### src/rtl/psubsb_seq_16b_pkg.sv
// Shared constants, FSM encoding and the 1-bit full adder used by the
// packed saturating nibble subtract unit.
package psubsb_seq_16b_pkg;

  localparam int LANE_W = 4;
  localparam int LANES  = 4;
  localparam int DATA_W = LANE_W * LANES;
  localparam int CNT_W  = $clog2(LANES);

  localparam logic [LANE_W-1:0] SAT_POS = 4'b0111;
  localparam logic [LANE_W-1:0] SAT_NEG = 4'b1000;

  typedef enum logic [1:0] {
    ST_IDLE = 2'd0,
    ST_RUN  = 2'd1,
    ST_DONE = 2'd2
  } state_t;

  // Returns {carry_out, sum}.
  function automatic logic [1:0] full_adder_1b(input logic a, input logic b, input logic cin);
    return {(a & b) | (cin & (a ^ b)), a ^ b ^ cin};
  endfunction

endpackage

### src/rtl/psubsb_seq_16b_if.sv
// Request/result bundle between the EX stage and the packed subtract unit.
// The master drives operands and start; the slave returns busy/done and results.
interface psubsb_seq_16b_if;
  import psubsb_seq_16b_pkg::*;

  logic              start;
  logic [DATA_W-1:0] A;
  logic [DATA_W-1:0] B;
  logic              busy;
  logic              done;
  logic [DATA_W-1:0] S;
  logic [LANES-1:0]  sat;

  modport master (
    output start, A, B,
    input  busy, done, S, sat
  );

  modport slave (
    input  start, A, B,
    output busy, done, S, sat
  );

endinterface

### src/rtl/psubsb_seq_16b_satsub.sv
// Single-lane signed saturating subtractor: ripple of full adders on a + ~b + 1,
// clamped to [-8,+7]; overflow is the carry into vs. out of the sign bit.
module satsub_4b
  import psubsb_seq_16b_pkg::*;
(
  input  logic [LANE_W-1:0] a,
  input  logic [LANE_W-1:0] b,
  output logic [LANE_W-1:0] d,
  output logic              ovf
);

  logic [LANE_W:0]   w_c;
  logic [LANE_W-1:0] w_b_n;
  logic [LANE_W-1:0] w_raw;

  assign w_b_n  = ~b;
  assign w_c[0] = 1'b1;

  for (genvar i = 0; i < LANE_W; i++) begin : g_fa
    assign {w_c[i+1], w_raw[i]} = full_adder_1b(a[i], w_b_n[i], w_c[i]);
  end

  // On overflow the true result has the sign of a, so a[3] picks the clamp.
  assign ovf = w_c[LANE_W] ^ w_c[LANE_W-1];
  assign d   = ovf ? (a[LANE_W-1] ? SAT_NEG : SAT_POS) : w_raw;

endmodule

### src/rtl/psubsb_seq_16b.sv
// Multicycle packed saturating nibble subtract: one lane per clock, four lanes,
// started by a pulse, reports busy during lane writes and a one-cycle done.
module psubsb_seq_16b
  import psubsb_seq_16b_pkg::*;
(
  input  logic               clk,
  input  logic               rst,
  psubsb_seq_16b_if.slave    bus
);

  state_t             r_state;
  state_t             w_state_nxt;
  logic [CNT_W-1:0]   r_lane_cnt;
  logic [DATA_W-1:0]  r_a;
  logic [DATA_W-1:0]  r_b;
  logic [DATA_W-1:0]  r_s;
  logic [LANES-1:0]   r_sat;

  logic               w_accept;
  logic               w_last_lane;
  logic [LANE_W-1:0]  w_lane_a;
  logic [LANE_W-1:0]  w_lane_b;
  logic [LANE_W-1:0]  w_lane_d;
  logic               w_lane_ovf;

  // start is honoured only outside RUN, so DONE can chain straight into a new op.
  assign w_accept    = bus.start && (r_state != ST_RUN);
  assign w_last_lane = (r_lane_cnt == CNT_W'(LANES - 1));

  assign w_lane_a = r_a[int'(r_lane_cnt) * LANE_W +: LANE_W];
  assign w_lane_b = r_b[int'(r_lane_cnt) * LANE_W +: LANE_W];

  satsub_4b u_satsub (
    .a   (w_lane_a),
    .b   (w_lane_b),
    .d   (w_lane_d),
    .ovf (w_lane_ovf)
  );

  always_ff @(posedge clk) begin
    if (rst) begin
      r_state <= ST_IDLE;
    end else begin
      r_state <= w_state_nxt;
    end
  end

  always_comb begin
    w_state_nxt = r_state;
    case (r_state)
      ST_IDLE: w_state_nxt = bus.start ? ST_RUN : ST_IDLE;
      ST_RUN:  w_state_nxt = w_last_lane ? ST_DONE : ST_RUN;
      ST_DONE: w_state_nxt = bus.start ? ST_RUN : ST_IDLE;
      default: w_state_nxt = ST_IDLE;
    endcase
  end

  always_ff @(posedge clk) begin
    if (rst) begin
      r_lane_cnt <= '0;
      r_a        <= '0;
      r_b        <= '0;
      r_s        <= '0;
      r_sat      <= '0;
    end else if (w_accept) begin
      r_lane_cnt <= '0;
      r_a        <= bus.A;
      r_b        <= bus.B;
      r_s        <= '0;
      r_sat      <= '0;
    end else if (r_state == ST_RUN) begin
      r_s[int'(r_lane_cnt) * LANE_W +: LANE_W] <= w_lane_d;
      r_sat[r_lane_cnt]                        <= w_lane_ovf;
      r_lane_cnt                               <= r_lane_cnt + 1'b1;
    end
  end

  always_comb begin
    bus.busy = (r_state == ST_RUN);
    bus.done = (r_state == ST_DONE);
    bus.S    = r_s;
    bus.sat  = r_sat;
  end

endmodule
### src/flat_wrapper.sv
// flat-port wrapper written by rule: the top's interface ports become plain ports
module psubsb_seq_16b_flat import psubsb_seq_16b_pkg::*;
  (clk, rst, bus_start, bus_A, bus_B, bus_busy, bus_done, bus_S, bus_sat);
  psubsb_seq_16b_if bus_i ();
  input  logic clk;
  input  logic rst;
  input wire logic [$bits(bus_i.start)-1:0] bus_start;
  input wire logic [$bits(bus_i.A)-1:0] bus_A;
  input wire logic [$bits(bus_i.B)-1:0] bus_B;
  output wire logic [$bits(bus_i.busy)-1:0] bus_busy;
  output wire logic [$bits(bus_i.done)-1:0] bus_done;
  output wire logic [$bits(bus_i.S)-1:0] bus_S;
  output wire logic [$bits(bus_i.sat)-1:0] bus_sat;
  assign bus_i.start = bus_start;
  assign bus_i.A = bus_A;
  assign bus_i.B = bus_B;
  assign bus_busy = bus_i.busy;
  assign bus_done = bus_i.done;
  assign bus_S = bus_i.S;
  assign bus_sat = bus_i.sat;
  psubsb_seq_16b u_core (.clk(clk), .rst(rst), .bus(bus_i));
endmodule
### config.mk
export PLATFORM = sky130hd
export DESIGN_NAME = psubsb_seq_16b_flat
export DESIGN_NICKNAME = d
export VERILOG_FILES = /design/src/rtl/psubsb_seq_16b_pkg.sv /design/src/rtl/psubsb_seq_16b_if.sv /design/src/rtl/psubsb_seq_16b_satsub.sv /design/src/rtl/psubsb_seq_16b.sv /design/src/flat_wrapper.sv
export SDC_FILE = /design/constraint.sdc
export NUM_CORES = 1
export LEC_CHECK = 0
export ABC_AREA = 0
export CAP_MARGIN = 30
export CORE_MARGIN = 1
export CORE_UTILIZATION = 50
export CTS_BUF_LIST = sky130_fd_sc_hd__clkbuf_16
export CTS_CLUSTER_DIAMETER = 120
export CTS_CLUSTER_SIZE = 12
export DETAILED_ROUTE_END_ITERATION = 16
export HOLD_SLACK_MARGIN = 0.15
export PLACE_DENSITY = 0.83
export SETUP_SLACK_MARGIN = 0.1
export SLEW_MARGIN = 40
export SYNTH_ARGS = -nofsm -noshare
export SYNTH_HDL_FRONTEND = slang
export SYNTH_SLANG_ARGS = --single-unit
### constraint.sdc
create_clock -name clk -period 3.99 [get_ports clk]
set_input_delay 0.798 -clock clk [delete_from_list [all_inputs] [get_ports clk]]
set_output_delay 0.798 -clock clk [all_outputs]
set_load 0.005 [all_outputs]
---- Word level (Yosys, flattened, before mapping) ----
Cells that the tools add are included.
storage, ports and cells
  register bits after elaboration ......... 56
  input bits .............................. 35
cells by class
  add/subtract/negate cells ............... 2
  order comparisons ....................... 2
  eq/ne operators ......................... 4
  shifts and indexed selects .............. 4
  muxes and demuxes ....................... 9
  bitwise logic cells ..................... 21
  reductions and logical operators ........ 5
operator list
  kind                     number
  $neg 4->33               1
  $shift 4x33->16 const A  1
  $shiftx 4x33->16         1
  $shiftx 16x5->4          2
  $bwmux 16                1
  $mux 4                   2
  $xor 1x1->1              8
  $and 1x1->1              7
  $bwmux 4                 1
  $eq 2x2->1 const B       2
  $not 4->4                1
  $or 1x1->1               4
  $pmux 2 s2               1
  $reduce_or 2->1          2
  $lt 2x3->1 const B       1
  $add 2x1->2 const B      1
  $demux 1 s2              1
  $eq 2x1->1 const B       1
  $ge 2x1->1 const B       1
  $logic_and 1x1->1        2
  $logic_not 2->1          1
  $mux 1                   2
  $mux 2                   1
  $ne 2x1->1 const B       1
  $not 1->1                1

---- Depth between registers and ports, before layout ----
  word-level depth ........................ 14
  gate-level depth with buffers ........... 14
  mapped depth without buffers ............ 12

---- By module ----
A second synthesis with hierarchy kept.
second synthesis, totals
  cells, all modules ...................... 285
  area, all modules ....................... 2640.0 um^2
by module, submodules not included
  module          instances  cells each  area an instance (um^2)
  psubsb_seq_16b  1          268         2466.1
  satsub_4b       1          17          173.9

---- Worst setup path before layout ----
No wires, ideal clock.
  kind .................................... register to register
  from .................................... reg u_core.r_lane_cnt[0]
  to ...................................... reg u_core.r_s[0], in the netlist u_core.bus.S[0]
  setup time .............................. 0.117 ns
  arrival time ............................ 3.395 ns
  data required time ...................... 3.873 ns
  path slack .............................. 0.478 ns
  stages on the path, launching flop included .. 15
  clock period less this slack ............ 3.512 ns
  cell sequence ........................... dfxtp_1 > buf_4 > mux4_2 > inv_1 > ha_1 > inv_1 > fa_1 > inv_1 > fa_1 > inv_1 > fa_1 > xnor2_1 > clkbuf_1 > nand2_1 > a32o_1
on the way
  word-level cells in the longest chain between the ends .. 14
  elaborated cells between the ends (all ways) .. 29
  classes of those cells .................. add/sub (1); shift (4); mux (3); bitwise (21)
ends and longest elaborated chain
  element                                     RTL line                     text
  start, declared                             psubsb_seq_16b.sv:13         logic [CNT_W-1:0] r_lane_cnt;
  start signal, assigned                      psubsb_seq_16b.sv:74         r_lane_cnt <= r_lane_cnt + 1'b1;
  $shiftx 16x5->4                             psubsb_seq_16b.sv:31         assign w_lane_b = r_b[int'(r_lane_cnt) * LANE_W +: LANE_W];
  $not 4->4                                   psubsb_seq_16b_satsub.sv:16  assign w_b_n = ~b;
  $and 1x1->1 or $xor 1x1->1 (tied branches)  psubsb_seq_16b_pkg.sv:21     return {(a & b) | (cin & (a ^ b)), a ^ b ^ cin};
  $or 1x1->1                                  psubsb_seq_16b_pkg.sv:21
  $and 1x1->1                                 psubsb_seq_16b_pkg.sv:21
  $or 1x1->1                                  psubsb_seq_16b_pkg.sv:21
  $and 1x1->1                                 psubsb_seq_16b_pkg.sv:21
  $or 1x1->1                                  psubsb_seq_16b_pkg.sv:21
  $and 1x1->1                                 psubsb_seq_16b_pkg.sv:21
  $or 1x1->1                                  psubsb_seq_16b_pkg.sv:21
  $xor 1x1->1                                 psubsb_seq_16b_satsub.sv:24  assign ovf = w_c[LANE_W] ^ w_c[LANE_W-1];
  $mux 4                                      psubsb_seq_16b_satsub.sv:25  assign d = ovf ? (a[LANE_W-1] ? SAT_NEG : SAT_POS) : w_raw;
  $shiftx 4x33->16                            psubsb_seq_16b.sv:72         r_s[int'(r_lane_cnt) * LANE_W +: LANE_W] <= w_lane_d;
  $bwmux 16 *                                 psubsb_seq_16b.sv:72
  end signal, assigned by index               psubsb_seq_16b.sv:72
  end, declared                               psubsb_seq_16b.sv:16         logic [DATA_W-1:0] r_s;
Mark *: on every way between the ends. The rest lies on a longest branch, timed or not.
A chain may end at the register's enable or synchronous reset.

---- Worst setup path after layout ----
  from .................................... reg u_core.r_lane_cnt[0]
  to ...................................... reg u_core.r_s[1], in the netlist u_core.bus.S[1]
Same word-level chain as after synthesis.

==> out/qor.csv <==
metric,value,unit
portBuffers,56,
drc,0,
dieWidth,75.0,um
synthesis_to_layout_area_growth,27.8,%
vias,2367,
min_period,3.50,ns
route.antenna.remaining_nets,0,
post_synth.cell_area_avg,9.18,sq um
number_of_nets_in_the_final_layout,382,
number_of_h_tree_branching_levels,2,
cts.clk_slew.worst_paths,0.07,ns
synth_cells,290,
synthesis.nets,338,
leakage,1.21,nW
gpl.final_weighted_congestion,0.806,
max_cap_violations,0,
grt_antenna_before_repair,0,
worst-path-stages,12,
slew-limit-headroom,61.5,%
synth_seq_cells,56,
crit_top_cell,sky130_fd_sc_hd__inv_1,
critical_path.cell_chain,mux4_2 > inv_1 > ha_1 > inv_1 > fa_1 > inv_1 > fa_1 > inv_1 > fa_1 > xnor2_2 > nand2_1 > a32o_1,
cpMaxStageDelayCell,sky130_fd_sc_hd__mux4_2,
cts_inserted_buffers,5,
finalWirelength,6.33,mm
synth_enable_flop_cells,0,
bufs_on_longest_clock_path,2,
detailed_place_hpwl,4.41,mm
number_of_distinct_standard_cells_referenced_by_the_synthesized_netlist,39,
slowest_delay,0.53,ns
rsz0062_at_grt,false,
tritoncts,yes,
io_pins,57,
grt_pass1_vias,2225,
setup_viol_count_final,0,
die-height,75.0,um
ys.warnings.count,0,
worstSetupStartpointType,register,
post_cts_buffers,0,
cts.repair.resized,0,
rows,26,
clkLatencyLatePin,0.29,ns
ys_async_sr_fraction,0,%
yosys-top-cells-count,"sky130_fd_sc_hd__dfxtp_1, sky130_fd_sc_hd__a21oi_1, sky130_fd_sc_hd__nand3_1",
floorplan.initialDensity,52.1,%
run_status,finished clean,
worstPathBufferInverterCount,4,
clock-root-buffer,sky130_fd_sc_hd__clkbuf_16,
avgRoutedWirePerCell,15.6,um
netlist.top_cell.by_area,sky130_fd_sc_hd__dfxtp_1,
worstSetupEndpointType,register,
synth-seq-area-share,42.1,%
post-synth-top-count-cell,sky130_fd_sc_hd__dfxtp_1,
drt_pre_antenna_iters,4,
required,4.17,ns
grt.total_usage,24.8,%
core_area,0.00511,sq mm
final.setup.worst_slack,0.488,ns
worstRegToRegCells,12,
worst_hold_path_depth,1,
final_hold_viol_count,0,
irDropWorstVdd,0.275,mV
clock-sinks,56,
fin_skew,0.00517,ns
utilization,66.6,%
grt.overflow.total,0,
grt_first_pass_wirelength,10.5,mm
postCtsHoldBufs,0,
worst_margin_pin_slew,0.577,ns
synth.cell_area,0.00266,sq mm
type_of_the_most_critical_hold_path,reg -> reg,
fin_crit_sh,87.8,%
critical_path.max_fanout,12,
max_clock_freq,286,MHz
cellPowerDensity,374,mW/mm^2
final_layout_size_suffix_gt1_share,9.85,%
worstPathArrival,3.68,ns
design.die.area,0.00562,sq mm
dpl_worst_slack,0.252,ns
grt_max_degree,50,
finalSetupTns,0,ns
synthFlopType,sky130_fd_sc_hd__dfxtp_1,
path_class,reg -> reg,
dr.first_iter.drc_count,255,
critical_path.top_delay_family,adder cells,
synth_top_area_share,42.1,%
antenna_cells,0,
slew_viol_final,0,
synth.area.top_cells,"sky130_fd_sc_hd__dfxtp_1, sky130_fd_sc_hd__a21oi_1, sky130_fd_sc_hd__nand3_1, sky130_fd_sc_hd__o21ai_0, sky130_fd_sc_hd__mux4_2",
vias_per_cell,5.84,
area by class of cell:
cell class | count | area, sq um
clock inverters | 3 | 23.8
inverters | 16 | 60.1
well taps | 70 | 87.6
clock buffers | 5 | 125
fillers | 411 | 1710
repair buffers | 62 | 601
multi-input cells | 193 | 1380
flip-flops and latches | 56 | 1120
cell usage in the layout, fill, tap and decap left out, types with 3 or more instances in the layout:
cell                              instances
sky130_fd_sc_hd__o21ai_0                 34
sky130_fd_sc_hd__o21ai_1                  4
sky130_fd_sc_hd__a21oi_1                 40
sky130_fd_sc_hd__ha_1                     9
sky130_fd_sc_hd__nand3_1                 38
sky130_fd_sc_hd__nor2_1                   4
sky130_fd_sc_hd__o21ai_2                  3
sky130_fd_sc_hd__fa_1                     4
sky130_fd_sc_hd__clkdlybuf4s50_1         55
sky130_fd_sc_hd__mux4_2                   7
sky130_fd_sc_hd__inv_1                   14
sky130_fd_sc_hd__nand2_1                  7
sky130_fd_sc_hd__dfxtp_1                 56
sky130_fd_sc_hd__clkbuf_16                5
sky130_fd_sc_hd__o2111ai_1                6
sky130_fd_sc_hd__a32o_1                   6
sky130_fd_sc_hd__nand2b_1                 5
sky130_fd_sc_hd__buf_4                    6
metal layers:
| layer | track usage, % | wire length (um) | share of wire [%] | up-vias |
|---|---|---|---|---|
| li1 | - | - | - | 1144 |
| met1 | 33.9 | 2690 | 43 | 1132 |
| met2 | 41.6 | 3200 | 51 | 87 |
| met3 | 4.02 | 410 | 6.5 | 4 |
| met4 | 5.66 | 21 | 0.33 | 0 |
| met5 | 0 | 0 | 0 | - |
sequential cells by signal, summed over array words and instances, names as in the netlist:
name               cells
u_core.bus.sat         4
u_core.r_state         2
u_core.r_a            16
u_core.r_b            16
u_core.bus.S          16
u_core.r_lane_cnt      2
cell families (layout without fill, tap and decap cells):
kind of cell	count (synthesis)	after routing	synth area share, %
adder cells (fa/ha/maj)	13	13	7.24
AND/OR/NAND/NOR	69	69	14.3
flip-flops	56	56	42.1
buffers and inverters	41	86	6.21
multiplexers	10	10	7.76
AO/OA/AOI/OAI	100	100	22.0
XOR/XNOR	1	1	0.329
stage by stage:
step	power, mW	instance area, sq um	std cells	hold WS [ns]
floorplan	0.762	2660	290	0.449
global route	1.32	3400	405	0.494
CTS	1.27	3400	405	0.470
finish	1.27	3400	405	0.467
global placement	0.839	3250	397	0.450
detailed placement	0.846	3250	397	0.454
power by group:
group          switching [mW]  total, mW  internal (mW)
Combinational           0.132      0.242          0.111
Clock                   0.198      0.431          0.234
Sequential             0.0143      0.598          0.584
Total                   0.343       1.27          0.928
final timing paths:
path	start	to	slack [ns]
min reg2reg	u_core.bus.S[8]	u_core.bus.S[8]	0.47
max	u_core.r_lane_cnt[0]	u_core.bus.S[1]	0.49
min	u_core.bus.S[8]	u_core.bus.S[8]	0.47
max reg2reg	u_core.r_lane_cnt[0]	u_core.bus.S[1]	0.49
Note: power is estimated with default switching activity, not from simulation.
